**src/rtl/fifo_write_arbiter.sv**
```systemverilog
// Round-robin arbiter that lets one of NumReq requesters stream packets into a FIFO write port.
// A grant is held until end-of-packet or MaxBurst beats, then priority rotates past the winner.
module fifo_write_arbiter #(
    parameter int DepthSize = 8,
    parameter int NumReq    = 4,
    parameter int MaxBurst  = 16
) (
    input  logic                        clk,
    input  logic                        rst,
    input  logic [NumReq-1:0]           req,
    input  logic [NumReq-1:0]           last,
    input  logic [NumReq*DepthSize-1:0] data,
    output logic [NumReq-1:0]           ack,
    input  logic                        wfull,
    output logic                        wreq,
    output logic [DepthSize-1:0]        wdata,
    output logic                        gnt_vld,
    output logic [2:0]                  gnt_id
);

    localparam int CntW = $clog2(MaxBurst + 1);
    localparam logic [NumReq-1:0] OneHot0 = {{(NumReq-1){1'b0}}, 1'b1};

    typedef enum logic {IDLE, BUSY} state_t;

    state_t            state, state_nxt;
    logic [2:0]        rr_ptr, rr_ptr_nxt, gnt_id_nxt;
    logic [CntW-1:0]   beat_cnt, beat_cnt_nxt;
    logic [NumReq-1:0] gnt_oh;
    logic [2:0]        pick;
    logic              any_req;
    logic              busy, req_g, last_g, beat, release_g;
    logic [DepthSize-1:0] data_g;

    assign gnt_oh = OneHot0 << gnt_id;
    assign req_g  = |(req & gnt_oh);
    assign last_g = |(last & gnt_oh);

    // First set req bit searched cyclically starting just after rr_ptr.
    always_comb begin
        int off;
        logic [NumReq-1:0] mask;
        off     = 0;
        mask    = '0;
        any_req = 1'b0;
        for (int j = NumReq - 1; j >= 0; j--) begin
            mask = OneHot0 << ((int'(rr_ptr) + 1 + j) % NumReq);
            if (|(req & mask)) begin
                any_req = 1'b1;
                off     = j;
            end
        end
        pick = 3'((int'(rr_ptr) + 1 + off) % NumReq);
    end

    always_comb begin
        data_g = '0;
        for (int i = 0; i < NumReq; i++) begin
            if (gnt_oh[i]) data_g = data[i*DepthSize +: DepthSize];
        end
    end

    // Outputs are forced quiet while reset is asserted so no beat slips through.
    assign busy      = (state == BUSY) && !rst;
    assign beat      = busy && req_g && !wfull;
    assign release_g = beat && (last_g || (beat_cnt == CntW'(MaxBurst - 1)));

    assign gnt_vld = busy;
    assign wreq    = beat;
    assign ack     = beat ? gnt_oh : '0;
    assign wdata   = busy ? data_g : '0;

    always_comb begin
        state_nxt    = state;
        gnt_id_nxt   = gnt_id;
        rr_ptr_nxt   = rr_ptr;
        beat_cnt_nxt = beat_cnt;
        case (state)
            IDLE: begin
                if (any_req) begin
                    state_nxt    = BUSY;
                    gnt_id_nxt   = pick;
                    beat_cnt_nxt = '0;
                end
            end
            BUSY: begin
                if (beat) beat_cnt_nxt = beat_cnt + 1'b1;
                if (release_g) begin
                    state_nxt  = IDLE;
                    rr_ptr_nxt = gnt_id;
                end
            end
            default: state_nxt = IDLE;
        endcase
    end

    always_ff @(posedge clk) begin
        if (rst) begin
            state    <= IDLE;
            gnt_id   <= 3'd0;
            beat_cnt <= '0;
            rr_ptr   <= 3'(NumReq - 1);
        end else begin
            state    <= state_nxt;
            gnt_id   <= gnt_id_nxt;
            beat_cnt <= beat_cnt_nxt;
            rr_ptr   <= rr_ptr_nxt;
        end
    end

endmodule

```
**config.mk**
```make
export PLATFORM = sky130hd
export DESIGN_NAME = fifo_write_arbiter
export DESIGN_NICKNAME = d
export VERILOG_FILES = /design/src/rtl/fifo_write_arbiter.sv
export SDC_FILE = /design/constraint.sdc
export NUM_CORES = 1
export LEC_CHECK = 0
export ABC_CLOCK_PERIOD_IN_PS = 4220
export CORE_UTILIZATION = 41
export CTS_BUF_LIST = sky130_fd_sc_hd__clkbuf_16
export DETAILED_ROUTE_END_ITERATION = 8
export HOLD_SLACK_MARGIN = 0.06
export PLACE_DENSITY_LB_ADDON = 0.15
export SYNTH_ARGS = -nofsm -noshare
export SYNTH_HDL_FRONTEND = slang
export SYNTH_SLANG_ARGS = --single-unit
```
**constraint.sdc**
```tcl
create_clock -name clk -period 4.22 [get_ports clk]
set_clock_uncertainty 0.05 [all_clocks]
set_input_delay 1.055 -clock clk [delete_from_list [all_inputs] [get_ports clk]]
set_output_delay 1.055 -clock clk [all_outputs]
set_load 0.01 [all_outputs]
```
* Yosys cells after proc, flatten, opt, wreduce, memory -nomap -nowiden
Cells that the tools add are included.
** Word-level totals
- Bits in registers :: 12
- Input port bits :: 43
- Word-level logic and storage cells :: 71
- Output and inout port bits :: 17
** Cells by class
- Shift operators :: 5
- Bitwise gates (word level) :: 12
- Mux-type cells :: 20
- Reduce and logical (&&, ||, !) cells :: 21
- Add/sub/neg operators :: 6
- Equality and inequality tests :: 3
** Operators with widths (count)
- $shl A1 B32 Y4 const A :: 4
- $mux W32 :: 3
- $add A32 B3 Y32 const B :: 2
- $mux W8 :: 5
- $add A32 B2 Y32 const B :: 1
- $add A5 B32 Y32 :: 1
- $and A4 B4 Y4 :: 6
- $reduce_or A4 Y1 :: 6
- $mux W5 :: 2
- $pmux W5 S2 :: 1
- $reduce_or A2 Y1 :: 5
- $mux W1 :: 6
- $reduce_and A2 Y1 :: 3
- $add A5 B1 Y5 const B :: 1
- $eq A5 B4 Y1 const B :: 1
- $add A3 B1 Y4 const B :: 1
- $and A1 B1 Y1 :: 4
- $logic_and A1 B1 Y1 :: 4
- $mux W4 :: 1
- $shl A1 B3 Y4 const A :: 1
- $logic_not A1 Y1 :: 2
- $mux W2 :: 1
- $ne A2 B1 Y1 const B :: 1
- $ne A2 B2 Y1 const B :: 1
- 4 further kinds :: 4

* Logic depth before layout (Yosys ltp)
Gate-level depths: netlist of run 1.
- Word-level depth :: 14
- Depth in mapped cells :: 10
- Gate-level depth less buffers :: 10

* Least setup slack after synthesis of run 1
Ideal clock, no wire load.
- Path kind :: input to output
- Start :: input port wfull
- End :: output port ack[0]
- Stages on the path :: 2
- Buffers on the path :: 0
- Data arrival time :: 1.788 ns
- Slack :: 1.327 ns
- Data required time :: 3.115 ns
- Cell sequence :: nor3b_2 nor4bb_1
** On the way
- Word-level cells in the longest chain between the ends :: 3
** RTL lines
- start, declared :: RTL line 14 : input logic wfull,
- $logic_not A1 Y1 :: RTL line 65 : assign beat = busy && req_g && !wfull;
- $logic_and A1 B1 Y1 :: RTL line 65
- $mux W4 :: RTL line 70 : assign ack = beat ? gnt_oh : '0;
- end, declared :: RTL line 13 : output logic [NumReq-1:0] ack,
No other way between the ends.

* Final worst setup path of run 1
- Start :: input port req[0]
- End :: output port wreq
** On the way
- Word-level cells in the longest chain between the ends :: 4
** RTL lines
- start, declared :: RTL line 10 : input logic [NumReq-1:0] req,
- $and A4 B4 Y4 :: RTL line 36 : assign req_g = |(req & gnt_oh);
- $reduce_or A4 Y1 :: RTL line 36
- $logic_and A1 B1 Y1 (2 in series) :: RTL line 65
- end, declared :: RTL line 15 : output logic wreq,
No other way between the ends.

==> metrics.yaml, run 1 <==
status:
  status: "complete, no violations"
critical_path:
  worstReg2RegEnd: "gnt_id[1]"
  end_kind: "output pin"
  r2r_start: "rr_ptr[0]"
  critPathCapture: "wreq"
  path_class: "in2out"
  crit_fanout: 9
  reg2regPathDepth: 10
  start_kind: "input port"
  cp.required_ns: 3.12
  regToRegSetupSlack_ns: 1.77
  critPathLaunch: "req[0]"
  worstPathArrival_ns: 2.80
global_routing:
  grt_usage_pct: 21.1
  grt_first_pass_wirelength_um: 4230
  grt_max_degree: 18
  overflow: 0
  grt_pass1_vias: 948
  grt_antenna_before_repair: 0
die:
  fp.dieArea_mm2: 0.00276
  die_y_um: 52.5
  core_mm2: 0.00232
  start_util_pct: 45.2
  io-pin-count: 60
  rows: 17
  dieWidth_um: 52.5
cts:
  clockBufferDepth: 2
  cts_root_buffer: "clkbuf_16"
  clk_latency_ns: 0.23
  cts_made_buffers: 3
  cts_tree: "built"
  cts_max_level: 1
  path_clk_slew_ns: 0.04
  postCtsSetupBuffers: 0
  hold_buffers: 0
  ctsResizeCount: 0
  cts.sinks: 10
sta:
  finalCritPeriodShare_pct: 92.6
  hold_viol: 0
  rsz0062_at_grt: "false"
  clock.fmax_mhz: 256
  max_slew_margin_pct: 43.0
  fin_crit_ns: 3.91
  slew_violations: 0
  finalSetupViolations: 0
  worstMarginPinSlew_ns: 0.854
  tns_ns: 0
power:
  pwr_density_cell_mw_per_mm2: 266
  finalPower_mw: 0.456
  power.leakage_nw: 0.641
  ir_drop_mv: 0.330
finish:
  final_util_pct: 73.9
  multi_input_area_um2: 787
  final_layout_size_suffix_gt1_share_pct: 14.5
  fillCellCount: 175
  regArea_um2: 200
  fin_cells: 187
  final_nets: 210
  area_delta_synth_final_pct: 63.7
  n_antenna_cell: 0
  design_area_mm2: 0.00171
detailed_routing:
  viasPerCell: 5.63
  wl_um: 2860
  ant_nets: 0
  drc: 0
  num_vias: 1052
  wl_per_cell_um: 15.3
  first_pass_iters: 4
  drt-initial-drc-count: 17
synthesis:
  ys_seq_area_share_pct: 19.1
  syn_inst: 102
  synth_top_area_share_pct: 19.4
  yosys.area.top_type: "mux4_2"
  ys_dominant_reg_cell: "dfxtp_1"
  synth_edf_count: 0
  ys_ff_latch: 10
  avgSynthCellArea_um2: 10.3
  syn-cell-area_mm2: 0.00105
  netlist-cell-type-count: 42
  yosys_warnings: 0
  async_flop_share_pct: 0
  synth.net_count: 152
  synth.area.top_cells: "mux4_2 19%, dfxtp_1 19%, ha_1 8.4%"
placement:
  hpwl_um: 2290
  portBuffers: 58
  gp_congestion: 0.798
  post_dp_cell_area_mm2: 0.00164
  place_inst: 183
flow_run:
  cap_viol_max_count: 0
hold_path:
  hp-class: "reg2reg"
critical path: stages:
cell and delay [ns]:
clkdlybuf4s50_1 0.53, mux4_2 0.53, nand2_4 0.14, inv_4 0.07, clkdlybuf4s50_1 0.47
power breakdown:
| group | leakage (nW) | internal (mW) | switching [mW] | total (mW) |
|---|---|---|---|---|
| logic | 0.520 | 0.111 | 0.0562 | 0.167 |
| registers | 0.0815 | 0.101 | 0.0227 | 0.124 |
| clock network | 0.0385 | 0.124 | 0.0411 | 0.165 |
| total | 0.641 | 0.336 | 0.120 | 0.456 |
registers in the layout, summed over array words and instances, names as in the netlist:
register  cells
state         1
gnt_id        2
rr_ptr        2
beat_cnt      5
synthesized netlist by cell type, types with 2 or more instances:
cell type / instances
a31oi_1: 2
clkbuf_1: 3
nor2_1: 6
ha_1: 7
or3_1: 2
a21oi_1: 3
mux4_2: 9
o21ai_0: 2
nand3_1: 3
nand2b_1: 2
nand2_1: 3
dfxtp_1: 10
a22o_1: 4
and4b_1: 2
nor2b_1: 9
and4_1: 2
inv_1: 5
a221oi_2: 3
xnor2_1: 2
how the worst min path moves through the flow:
stage / start / end / slack (ns) / cells past startpoint
2_1_floorplan: beat_cnt[1] / beat_cnt[1] / 0.42 / 2
3_3_place_gp: beat_cnt[1] / beat_cnt[1] / 0.44 / 2
3_5_place_dp: beat_cnt[1] / beat_cnt[1] / 0.46 / 2
4_1_cts: beat_cnt[1] / beat_cnt[1] / 0.46 / 2
5_1_grt: beat_cnt[1] / beat_cnt[1] / 0.49 / 2
6_report: beat_cnt[1] / beat_cnt[1] / 0.46 / 2
kinds of logic (layout without fill, tap and decap cells):
kind of cell	Yosys count	after routing	share of synthesized area, %
xor gates and xnor gates	2	2	1.67
and+or+nand+nor	36	36	21.9
adders and majority gates	7	7	8.36
DFF	10	10	19.1
other	1	1	0.358
muxes	11	11	22.8
AOI/OAI and AO/OA	23	23	20.1
buffers and inverters	12	69	5.73
placed cells by master, fill, tap and decap left out, drive strengths merged:
master / count
mux4: 10
and3: 1
and4b: 2
or3: 2
nor3b: 2
nand2b: 2
o41ai: 2
dfxtp: 10
nor4bb: 1
nor2: 6
and4: 2
nand4: 1
clkbuf: 3
o211ai: 1
a22o: 4
clkinv: 1
inv: 6
nor2b: 9
xnor2: 2
nand3b: 1
nand3: 3
a41oi: 1
ha: 7
clkdlybuf4s50: 58
a221oi: 4
o21ai: 3
conb: 1
mux2i: 1
a21oi: 3
buf: 1
o22ai: 2
a31oi: 2
nand2: 4
a21boi: 1
routing by layer:
| layer | vias up | wire length [um] | track usage, % |
|---|---|---|---|
| met5 | - | 0 | 0 |
| met4 | 0 | 29 | 6.58 |
| met3 | 4 | 208 | 6.38 |
| met2 | 35 | 1470 | 36.5 |
| met1 | 501 | 1160 | 24.5 |
| li1 | 512 | - | - |
final cells by class:
class                           count  share of cell area, %
Clock inverter                      1                  0.219
Inverter                            6                   1.46
Timing Repair Buffer               59                   34.3
Multi-Input combinational cell     80                   45.9
Clock buffer                        3                   4.38
Tap cell                           28                   2.04
Sequential cell                    10                   11.7
stage by stage:
step	setup slack [ns]	hold slack, ns
finish	0.310	0.455
CTS	0.328	0.459
floorplan	1.33	0.424
global route	0.242	0.488
detailed placement	0.328	0.455
global placement	0.346	0.440
(Power assumes the default switching activity.)
==> run 2: changes to the inputs <==
SETUP_SLACK_MARGIN = 0.2   (was default)
==> results of run 2 <==
Final layout, timing and power as in run 1 (identical DEF).
==> run 3: changes to the inputs <==
CORE_MARGIN = 1   (was default)
==> results of run 3 <==
Final layout, timing and power as in run 1 (identical DEF).
